<file path="config.mk">
export PLATFORM = sky130hd
export DESIGN_NAME = alsu_stream_flat
export DESIGN_NICKNAME = d
export VERILOG_FILES = /design/src/rtl/alsu_stream_if.sv /design/src/rtl/alsu_stream.sv /design/src/flat_wrapper.sv
export SDC_FILE = /design/constraint.sdc
export NUM_CORES = 1
export LEC_CHECK = 0
export CORE_ASPECT_RATIO = 0.8
export CORE_MARGIN = 4
export CORE_UTILIZATION = 55
export CTS_BUF_LIST = sky130_fd_sc_hd__clkbuf_4
export CTS_CLUSTER_SIZE = 24
export DETAILED_ROUTE_END_ITERATION = 6
export MAX_ROUTING_LAYER = met4
export PLACE_DENSITY = 0.88
export SLEW_MARGIN = 20
export SYNTH_ARGS = -nofsm -noshare
export SYNTH_HDL_FRONTEND = slang
export SYNTH_SLANG_ARGS = --single-unit
</file>
<file path="constraint.sdc">
create_clock -name clk -period 7.2 [get_ports clk]
set_input_delay 0.72 -clock clk [delete_from_list [all_inputs] [get_ports clk]]
set_output_delay 0.72 -clock clk [all_outputs]
set_load 0.01 [all_outputs]
</file>
<file path="src/rtl/alsu_stream_if.sv">
// alsu_stream_if: command/result handshake bundle for alsu_stream.
// The master drives commands and result acceptance; the slave is the ALSU.
interface alsu_stream_if #(
  parameter int WIDTH = 3,
  parameter int LED_W = 16
);
  localparam int OW = 2 * WIDTH;
  localparam int SW = $clog2(OW);

  logic             in_valid;
  logic             in_ready;
  logic [2:0]       opcode;
  logic [WIDTH-1:0] A;
  logic [WIDTH-1:0] B;
  logic             cin;
  logic             red_op_A;
  logic             red_op_B;
  logic             bypass_A;
  logic             bypass_B;
  logic             direction;
  logic             serial_in;
  logic [SW-1:0]    shamt;
  logic             out_valid;
  logic             out_ready;
  logic [OW-1:0]    out;
  logic             err;
  logic [LED_W-1:0] leds;

  modport master (
    output in_valid, opcode, A, B, cin, red_op_A, red_op_B, bypass_A, bypass_B,
           direction, serial_in, shamt, out_ready,
    input  in_ready, out_valid, out, err, leds
  );

  modport slave (
    input  in_valid, opcode, A, B, cin, red_op_A, red_op_B, bypass_A, bypass_B,
           direction, serial_in, shamt, out_ready,
    output in_ready, out_valid, out, err, leds
  );
endinterface

</file>
<file path="src/rtl/alsu_stream.sv">
// alsu_stream: handshaked ALSU (bypass, reduction, add, multiply, shift/rotate of the last result).
// Define ALSU_SEQ_MULT_EN to compute MUL with an iterative WIDTH-cycle shift-add sequencer.
module alsu_stream #(
  parameter int    WIDTH          = 3,
  parameter string INPUT_PRIORITY = "A",
  parameter string FULL_ADDER     = "ON",
  parameter int    LED_W          = 16
) (
  input logic          clk,
  input logic          rst,
  alsu_stream_if.slave bus
);
  localparam int OW = 2 * WIDTH;
  localparam int SW = $clog2(OW);
  localparam bit PRIO_A  = (INPUT_PRIORITY == "A");
  localparam bit ADD_CIN = (FULL_ADDER == "ON");
  localparam logic [OW-1:0] ONES = '1;
  localparam logic [SW:0]   OW_W = (SW+1)'(OW);

  localparam logic [2:0] OP_OR    = 3'd0;
  localparam logic [2:0] OP_XOR   = 3'd1;
  localparam logic [2:0] OP_ADD   = 3'd2;
  localparam logic [2:0] OP_MUL   = 3'd3;
  localparam logic [2:0] OP_SHIFT = 3'd4;
  localparam logic [2:0] OP_ROT   = 3'd5;

  typedef enum logic [1:0] {S_IDLE, S_CALC, S_MUL, S_DONE} state_t;
  state_t state;

  logic [2:0]       op_q;
  logic [WIDTH-1:0] a_q, b_q;
  logic             cin_q, red_a_q, red_b_q, byp_a_q, byp_b_q, dir_q, ser_q;
  logic [SW-1:0]    shamt_q;
  logic [OW-1:0]    out_q;
  logic             err_q;
  logic [LED_W-1:0] leds_q;

  logic [OW-1:0] ext_a, ext_b, calc_res, shift_res, rot_res, shl_fill, shr_fill;
  logic [SW:0]   rot_amt, rot_comp;
  logic          invalid, byp_any, calc_err;

  assign ext_a   = {{WIDTH{a_q[WIDTH-1]}}, a_q};
  assign ext_b   = {{WIDTH{b_q[WIDTH-1]}}, b_q};
  assign byp_any = byp_a_q | byp_b_q;
  assign invalid = ((red_a_q | red_b_q) && (op_q != OP_OR) && (op_q != OP_XOR))
                   || (op_q > OP_ROT);
  assign calc_err = invalid && !byp_any;

  // Shifts past the register width leave only fill bits, which the masks give for free.
  assign shl_fill  = ser_q ? ~(ONES << shamt_q) : '0;
  assign shr_fill  = ser_q ? ~(ONES >> shamt_q) : '0;
  assign shift_res = dir_q ? ((out_q << shamt_q) | shl_fill)
                           : ((out_q >> shamt_q) | shr_fill);
  assign rot_amt   = {1'b0, shamt_q} % OW_W;
  assign rot_comp  = OW_W - rot_amt;
  assign rot_res   = dir_q ? ((out_q << rot_amt) | (out_q >> rot_comp))
                           : ((out_q >> rot_amt) | (out_q << rot_comp));

  always_comb begin
    calc_res = '0;
    if (byp_a_q && byp_b_q) begin
      calc_res = PRIO_A ? ext_a : ext_b;
    end else if (byp_a_q) begin
      calc_res = ext_a;
    end else if (byp_b_q) begin
      calc_res = ext_b;
    end else if (!invalid) begin
      case (op_q)
        OP_OR: begin
          if (red_a_q && red_b_q) calc_res[0] = PRIO_A ? (|a_q) : (|b_q);
          else if (red_a_q)       calc_res[0] = |a_q;
          else if (red_b_q)       calc_res[0] = |b_q;
          else                    calc_res = {{WIDTH{1'b0}}, a_q | b_q};
        end
        OP_XOR: begin
          if (red_a_q && red_b_q) calc_res[0] = PRIO_A ? (^a_q) : (^b_q);
          else if (red_a_q)       calc_res[0] = ^a_q;
          else if (red_b_q)       calc_res[0] = ^b_q;
          else                    calc_res = {{WIDTH{1'b0}}, a_q ^ b_q};
        end
        OP_ADD:   calc_res = ext_a + ext_b + {{(OW-1){1'b0}}, cin_q & ADD_CIN};
        OP_MUL:   calc_res = ext_a * ext_b;
        OP_SHIFT: calc_res = shift_res;
        OP_ROT:   calc_res = rot_res;
        default:  calc_res = '0;
      endcase
    end
  end

`ifdef ALSU_SEQ_MULT_EN
  localparam int CW = $clog2(WIDTH + 1);
  logic [CW-1:0]    cnt;
  logic [OW-1:0]    mag_a_sh, acc, acc_next, a_mag, prod_final;
  logic [WIDTH-1:0] mag_b, b_mag;
  logic             neg_q;

  // Magnitudes are multiplied unsigned and the sign is reapplied on the final step.
  assign a_mag      = a_q[WIDTH-1] ? (~ext_a + OW'(1)) : ext_a;
  assign b_mag      = b_q[WIDTH-1] ? (~b_q + WIDTH'(1)) : b_q;
  assign acc_next   = acc + (mag_b[0] ? mag_a_sh : '0);
  assign prod_final = neg_q ? (~acc_next + OW'(1)) : acc_next;
`endif

  assign bus.in_ready  = (state == S_IDLE);
  assign bus.out_valid = (state == S_DONE);
  assign bus.out       = out_q;
  assign bus.err       = err_q;
  assign bus.leds      = leds_q;

  always_ff @(posedge clk) begin
    if (rst) begin
      state   <= S_IDLE;
      op_q    <= '0;
      a_q     <= '0;
      b_q     <= '0;
      cin_q   <= 1'b0;
      red_a_q <= 1'b0;
      red_b_q <= 1'b0;
      byp_a_q <= 1'b0;
      byp_b_q <= 1'b0;
      dir_q   <= 1'b0;
      ser_q   <= 1'b0;
      shamt_q <= '0;
      out_q   <= '0;
      err_q   <= 1'b0;
      leds_q  <= '0;
`ifdef ALSU_SEQ_MULT_EN
      cnt      <= '0;
      mag_a_sh <= '0;
      mag_b    <= '0;
      acc      <= '0;
      neg_q    <= 1'b0;
`endif
    end else begin
      case (state)
        S_IDLE: begin
          if (bus.in_valid) begin
            op_q    <= bus.opcode;
            a_q     <= bus.A;
            b_q     <= bus.B;
            cin_q   <= bus.cin;
            red_a_q <= bus.red_op_A;
            red_b_q <= bus.red_op_B;
            byp_a_q <= bus.bypass_A;
            byp_b_q <= bus.bypass_B;
            dir_q   <= bus.direction;
            ser_q   <= bus.serial_in;
            shamt_q <= bus.shamt;
            state   <= S_CALC;
          end
        end
        S_CALC: begin
`ifdef ALSU_SEQ_MULT_EN
          if (!byp_any && !invalid && op_q == OP_MUL) begin
            cnt      <= CW'(WIDTH);
            acc      <= '0;
            mag_a_sh <= a_mag;
            mag_b    <= b_mag;
            neg_q    <= a_q[WIDTH-1] ^ b_q[WIDTH-1];
            state    <= S_MUL;
          end else
`endif
          begin
            out_q  <= calc_res;
            err_q  <= calc_err;
            leds_q <= calc_err ? ~leds_q : '0;
            state  <= S_DONE;
          end
        end
        S_MUL: begin
`ifdef ALSU_SEQ_MULT_EN
          cnt      <= cnt - CW'(1);
          acc      <= acc_next;
          mag_a_sh <= mag_a_sh << 1;
          mag_b    <= mag_b >> 1;
          if (cnt == CW'(1)) begin
            out_q  <= prod_final;
            err_q  <= 1'b0;
            leds_q <= '0;
            state  <= S_DONE;
          end
`else
          state <= S_IDLE;
`endif
        end
        S_DONE: begin
          if (bus.out_ready) state <= S_IDLE;
          else if (err_q)    leds_q <= ~leds_q;
        end
        default: state <= S_IDLE;
      endcase
    end
  end
endmodule

</file>
<file path="src/flat_wrapper.sv">
// flat-port wrapper written by rule: the top's interface ports become plain ports
module alsu_stream_flat 
#(
  parameter int    WIDTH          = 3,
  parameter string INPUT_PRIORITY = " ",
  parameter string FULL_ADDER     = "  ",
  parameter int    LED_W          = 16
)
  (clk, rst, bus_in_valid, bus_opcode, bus_A, bus_B, bus_cin, bus_red_op_A, bus_red_op_B, bus_bypass_A, bus_bypass_B, bus_direction, bus_serial_in, bus_shamt, bus_out_ready, bus_in_ready, bus_out_valid, bus_out, bus_err, bus_leds);
  alsu_stream_if #(.WIDTH(WIDTH), .LED_W(LED_W)) bus_i ();
  input logic clk;
  input logic rst;
  input wire logic [$bits(bus_i.in_valid)-1:0] bus_in_valid;
  input wire logic [$bits(bus_i.opcode)-1:0] bus_opcode;
  input wire logic [$bits(bus_i.A)-1:0] bus_A;
  input wire logic [$bits(bus_i.B)-1:0] bus_B;
  input wire logic [$bits(bus_i.cin)-1:0] bus_cin;
  input wire logic [$bits(bus_i.red_op_A)-1:0] bus_red_op_A;
  input wire logic [$bits(bus_i.red_op_B)-1:0] bus_red_op_B;
  input wire logic [$bits(bus_i.bypass_A)-1:0] bus_bypass_A;
  input wire logic [$bits(bus_i.bypass_B)-1:0] bus_bypass_B;
  input wire logic [$bits(bus_i.direction)-1:0] bus_direction;
  input wire logic [$bits(bus_i.serial_in)-1:0] bus_serial_in;
  input wire logic [$bits(bus_i.shamt)-1:0] bus_shamt;
  input wire logic [$bits(bus_i.out_ready)-1:0] bus_out_ready;
  output wire logic [$bits(bus_i.in_ready)-1:0] bus_in_ready;
  output wire logic [$bits(bus_i.out_valid)-1:0] bus_out_valid;
  output wire logic [$bits(bus_i.out)-1:0] bus_out;
  output wire logic [$bits(bus_i.err)-1:0] bus_err;
  output wire logic [$bits(bus_i.leds)-1:0] bus_leds;
  assign bus_i.in_valid = bus_in_valid;
  assign bus_i.opcode = bus_opcode;
  assign bus_i.A = bus_A;
  assign bus_i.B = bus_B;
  assign bus_i.cin = bus_cin;
  assign bus_i.red_op_A = bus_red_op_A;
  assign bus_i.red_op_B = bus_red_op_B;
  assign bus_i.bypass_A = bus_bypass_A;
  assign bus_i.bypass_B = bus_bypass_B;
  assign bus_i.direction = bus_direction;
  assign bus_i.serial_in = bus_serial_in;
  assign bus_i.shamt = bus_shamt;
  assign bus_i.out_ready = bus_out_ready;
  assign bus_in_ready = bus_i.in_ready;
  assign bus_out_valid = bus_i.out_valid;
  assign bus_out = bus_i.out;
  assign bus_err = bus_i.err;
  assign bus_leds = bus_i.leds;
  alsu_stream #(.WIDTH(WIDTH), .INPUT_PRIORITY(INPUT_PRIORITY), .FULL_ADDER(FULL_ADDER), .LED_W(LED_W)) u_core (.clk(clk), .rst(rst), .bus(bus_i));
endmodule
</file>
# After elaboration in Yosys (flattened, before gate mapping)
# Cells that the tools add are included.
# word_totals
reg_bits	43
in_bits	23
out_inout_bits	25
elab_cells	97
# op_classes
add_sub_neg	2
mul	1
div	1
magnitude_cmp	1
eq_ne	13
shifts	8
muxes	28
n_bitwise	11
n_reduce_logical	18
# op_table
operator	n
two-way mux 16 bit	3
two-way mux 6 bit	8
one-hot mux 6 bit (6 select lines)	1
one-hot mux 16 bit (2 select lines)	1
OR 6 bit	4
two-way mux 5 bit	4
NOT 16 bit	1
NOT 6 bit	2
left shift 6 x 4 -> 6 bit	2
right shift 6 x 4 -> 6 bit	2
two-way mux 2 bit	4
one-hot mux 2 bit (4 select lines)	1
== test 3 x 2 -> 1 bit (second input constant)	2
== test 3 bit (second input constant)	2
multiplier 3 x 3 -> 6 bit	1
two-way mux 1 bit	6
!= test 2 bit (second input constant)	3
OR reduction 3 bit	2
parity 3 bit	2
left shift 6 x 3 -> 6 bit	1
left shift 6 x 3 -> 6 bit (first input constant)	1
right shift 6 x 3 -> 6 bit	1
right shift 6 x 3 -> 6 bit (first input constant)	1
logical AND 1 bit	5
20 further kinds	23

# Longest topological paths before layout
# logic_depth
ltp_word	10
mapped_depth	13
depth_no_buf	13

# Worst setup path after synthesis
# Ideal clock, no wire load.
# synth_path
kind	reg2reg
start	register u_core.a_q[2]
end	register u_core.out_q[5], in the netlist u_core.bus.out[5]
setup_ns	0.130
arrival_ns	2.665
required_time_ns	7.070
slack_ns	4.405
path_stages_with_launch	12
n_path_buf	0
synth_period_minus_slack_ns	2.795
path_cell_list	dfxtp_1 > nand2_1 > fa_1 > inv_1 > ha_1 > ha_1 > fa_1 > xnor2_1 > xnor2_1 > nand2_1 > a211oi_1 > a211oi_1
# synth_via
elab_chain_len	6
elab_cells_between_ends	7
classes_between	add/sub: 1; mul: 1; mux: 5
# synth_rtl
item	line_no	text
from (decl)	alsu_stream.sv:31	logic [WIDTH-1:0] a_q, b_q;
from (signal assigned)	alsu_stream.sv:139	a_q <= bus.A;
multiplier 3 x 3 -> 6 bit / adder 3 x 3 -> 4 bit (equally long branches)	alsu_stream.sv:82, alsu_stream.sv:81	
one-hot mux 6 bit (6 select lines)	alsu_stream.sv:68	case (op_q)
two-way mux 6 bit	alsu_stream.sv:67	end else if (!invalid) begin
two-way mux 6 bit	alsu_stream.sv:65	end else if (byp_b_q) begin
two-way mux 6 bit *	alsu_stream.sv:63	end else if (byp_a_q) begin
two-way mux 6 bit *	alsu_stream.sv:61	if (byp_a_q && byp_b_q) begin
to (signal assigned)	alsu_stream.sv:164	out_q <= calc_res;
to (decl)	alsu_stream.sv:34	logic [OW-1:0] out_q;
# Every way passes the cells marked *; elsewhere a longest branch is shown, timed or not.
# A chain may end at the register's enable or synchronous reset.

# Worst setup path after layout
# layout_path
start	register u_core.shamt_q[2]
end	register u_core.out_q[1], in the netlist u_core.bus.out[1]
# layout_via
elab_chain_len	10
elab_cells_between_ends	25
classes_between	add/sub: 1; div: 1; shift: 8; mux: 9; bitwise: 6
# layout_rtl
item	line_no	text
from (decl)	alsu_stream.sv:33	logic [SW-1:0] shamt_q;
from (signal assigned)	alsu_stream.sv:148	shamt_q <= bus.shamt;
remainder unit 3 x 3 -> 4 bit, or another cell as far along	alsu_stream.sv:54	assign rot_amt = {1'b0, shamt_q} % OW_W;
subtractor 3 x 4 -> 4 bit, or another cell as far along	alsu_stream.sv:55	assign rot_comp = OW_W - rot_amt;
left shift 6 x 4 -> 6 bit, or another cell as far along	alsu_stream.sv:57	: ((out_q >> rot_amt) | (out_q << rot_comp));
OR 6 bit, on equally long branches	--	
two-way mux 6 bit, on equally long branches	alsu_stream.sv:56, alsu_stream.sv:52	
one-hot mux 6 bit (6 select lines) *	alsu_stream.sv:68	
two-way mux 6 bit *	alsu_stream.sv:67	
two-way mux 6 bit *	alsu_stream.sv:65	
two-way mux 6 bit *	alsu_stream.sv:63	
two-way mux 6 bit *	alsu_stream.sv:61	
# Marked as above.

==> results by group <==
CTS
  • Clk sinks: 43
  • Max Root-Sink Buffers: 2
  • Worst-Skew Late Latency: 0.35 ns
  • Root buffer cell: clkbuf_4
  • Total CTS buffers: 5
  • Cts repair resizes: 0
  • CTS H-Tree Depth: 2
  • Post-CTS Hold Buffers: 0
  • Postcts setup bufs: 0
  • CTS tree: built
  • Clock slew at reported path FFs: 0.14 ns

STA
  • Final hold vios: 0
  • Clock Skew: 0.0157 ns
  • Least-Margin Pin Slew: 1.12 ns
  • Final setup viols: 0
  • Fmax: 0.293 GHz
  • Fin Setup TNS: 0 ns
  • RSZ-0062 raised after global routing: no
  • Slew margin rel.: 24.9%
  • Max Slew Vio Count: 0
  • Tmin final: 3.41 ns
  • Crit share post-route: 47.4%

Die
  • Die width: 97.4 um
  • Core Region: 6070 sq um
  • Ports: 48
  • Total die area: 7750 sq um
  • Initial core utilization: 58.0%
  • Std-Cell Rows: 25
  • Die extent in y: 79.5 um

Finish
  • Area of the multi-input gates: 2330 sq um
  • Register area: 861 sq um
  • Most frequent cells in the layout: nand2_1 (73), a21oi_1 (57), nor2_1 (49)
  • Share of layout cells above drive strength 1: 4.80%
  • Fill cells: 533
  • Area grow syn2layout: 11.5%
  • N_diodes: 0
  • Final #Nets: 542
  • Most common cell after layout, fill and taps aside: nand2_1
  • Post-layout instance count excluding filler cells: 581
  • Post-route cell area: 3920 sq um

Setup path
  • Kind of critical path: flip-flop to flip-flop
  • Setup crit start: u_core.shamt_q[2]$_SDFFE_PP0P_
  • Crit path max fanout: 30
  • Required time of the worst setup path: 7.44 ns
  • Worst r2r dst: u_core.bus.out[1]$_SDFFE_PP0P_
  • Setup crit end kind: flip-flop
  • FF-to-FF Start: u_core.shamt_q[2]$_SDFFE_PP0P_
  • Buf/Inv on CP: 1
  • Cell Chain, Critical Path: nand2b_1, inv_1, ha_1, mux4_2, nand2_1, o2111ai_1, a311oi_1, o22ai_1
  • CP max stage delay: 1.03 ns
  • CP Launch Type: flip-flop
  • WP data arrival: 3.65 ns
  • R2R setup slack: 3.79 ns
  • Crit-path slowest cell: dfxtp_1
  • CP top delay family: flip-flops
  • Reg2Reg Depth: 8

Logic synthesis
  • Post-synthesis cell area: 3520 sq um
  • Syn_nets: 530
  • EDFF count, synth: 0
  • Post-Syn Instances: 487
  • Seq/Total Area, Yosys: 24.5%
  • Netlist cell types: 60
  • Ys flop type: dfxtp_1
  • Syn_area_per_cell: 7.22 sq um
  • Asr flop ratio synth: 0%
  • YS warnings: 0
  • Synth Register Bits: 43

Detailed routing
  • Post-route DRC: 0
  • First-pass DRT Iterations: 5
  • Vias per inst: 6.27
  • ANT nets after route: 0
  • Initial DRC Count: 434
  • Post-Route WL: 9520 um
  • Via Count: 3641
  • Drt wl/cell: 16.4 um

Global routing
  • GRT overflow: 0
  • Antenna violations before repair: 0
  • First-pass GRT wire length: 15900 um
  • Largest net degree at the start of global routing: 42
  • Tot GR Track Use: 24.9%
  • Number of global-route vias before repair: 3413

Power and ir drop
  • Leak: 1.39 nW
  • Worst VDD drop: 0.000120 V
  • Power per cell area: 159 nW/um^2

Placement
  • Area after DPL: 3860 sq um
  • Input/output buffers: 46
  • Detail Placement HPWL: 6830 um
  • Placed insts: 573
  • GP Congestion: 0.991

Worst hold path
  • Hold Path Cell Cnt: 2
  • Hold Startpoint: u_core.red_b_q$_SDFFE_PP0P_
  • Hold Path Class: flip-flop to flip-flop
  • Hold EP: u_core.red_b_q$_SDFFE_PP0P_

Job
  • Max cap viols: 0

Run status
  • Status: completed
==> flip-flops by register name (all words and copies together) (netlist names), 2 cells and up <==
signal,cells
u_core.a_q,3
u_core.b_q,3
u_core.bus.leds,16
u_core.bus.out,6
u_core.op_q,3
u_core.shamt_q,3
u_core.state,2
==> cell families (layout without fill, tap and decap cells) <==
group	count (synthesis)	in the layout	synth area share [%]
AND/OR/NAND/NOR	187	187	24.1
adder cells (fa/ha/maj)	21	21	8.50
AO/OA/AOI/OAI	144	144	25.6
XOR/XNOR	6	6	1.92
multiplexers	16	16	6.01
buffers and inverters	70	83	9.39
flip-flops	43	43	24.5
==> where the power goes <==
part	switching [mW]	internal [mW]
Clock	0.0834	0.0376
Sequential	0.0409	0.253
Combinational	0.116	0.0920
Total	0.240	0.382
==> synthesized netlist by cell type (all sizes together), types with 2 or more instances <==
cell,instances,share of area [%]
dfxtp,43,24
inv,27,2.9
o21bai,5,1.1
mux4,4,2.6
nor2b,2,0.36
a311oi,4,1.0
xor2,3,0.96
nand2,73,7.8
nand3,12,1.7
buf,21,4.1
ha,15,5.3
clkbuf,22,2.5
a21oi,58,8.6
nor2,49,5.2
a221o,2,0.57
o22ai,5,0.89
a21boi,2,0.43
nor3,21,3.1
a31oi,7,1.2
nand2b,14,2.6
o2111ai,5,1.2
o31ai,4,0.85
fa,5,2.8
nand3b,4,0.85
and2,2,0.36
o21ai,26,3.7
o221ai,2,0.50
mux2i,11,3.1
o211ai,6,1.3
xnor2,3,0.96
a211oi,8,1.7
or2,4,0.71
==> per-stage QoR <==
stage	hold WS, ns	utilization [%]	setup slack [ns]	total power, mW
floorplan	0.444	-	4.41	0.442
global placement	0.462	63.7	3.98	0.492
detailed placement	0.462	63.7	3.88	0.501
CTS	0.481	64.6	3.88	0.619
global route	0.501	64.6	3.59	0.659
finish	0.483	64.6	3.79	0.622
==> worst max-delay path by stage <==
stage                                endpoint  slack [ns]  cells after the start
6_report       u_core.bus.out[1]$_SDFFE_PP0P_        3.79                      8
5_1_grt        u_core.bus.out[1]$_SDFFE_PP0P_        3.59                      8
4_1_cts        u_core.bus.out[2]$_SDFFE_PP0P_        3.88                      9
3_5_place_dp   u_core.bus.out[2]$_SDFFE_PP0P_        3.88                      9
3_3_place_gp   u_core.bus.out[2]$_SDFFE_PP0P_        3.98                      9
2_1_floorplan  u_core.bus.out[5]$_SDFFE_PP0P_        4.41                     11
==> worst min-delay path, cell delays in order, from the launching register on <==
cell	delay (ns)
dfxtp_1	0.34
nand2_1	0.05
a21oi_1	0.05
==> per-layer routing <==
layer | up-vias | global-route usage, % | routed length [um]
met2 | 213 | 39.3 | 4270
met3 | 20 | 5.41 | 1030
met4 | 0 | 6.22 | 131
li1 | 1731 | - | -
met5 | - | - | 0
met1 | 1677 | 32.7 | 4090
==> cell type report <==
class / instances / share of cell area [%]
Timing Repair Buffer: 48 / 12.1
Inverter: 27 / 2.58
Multi-Input combinational cell: 374 / 59.3
Clock inverter: 3 / 0.510
Sequential cell: 43 / 21.9
Clock buffer: 5 / 0.957
Tap cell: 81 / 2.58
Note: power is estimated with default switching activity, not from simulation.
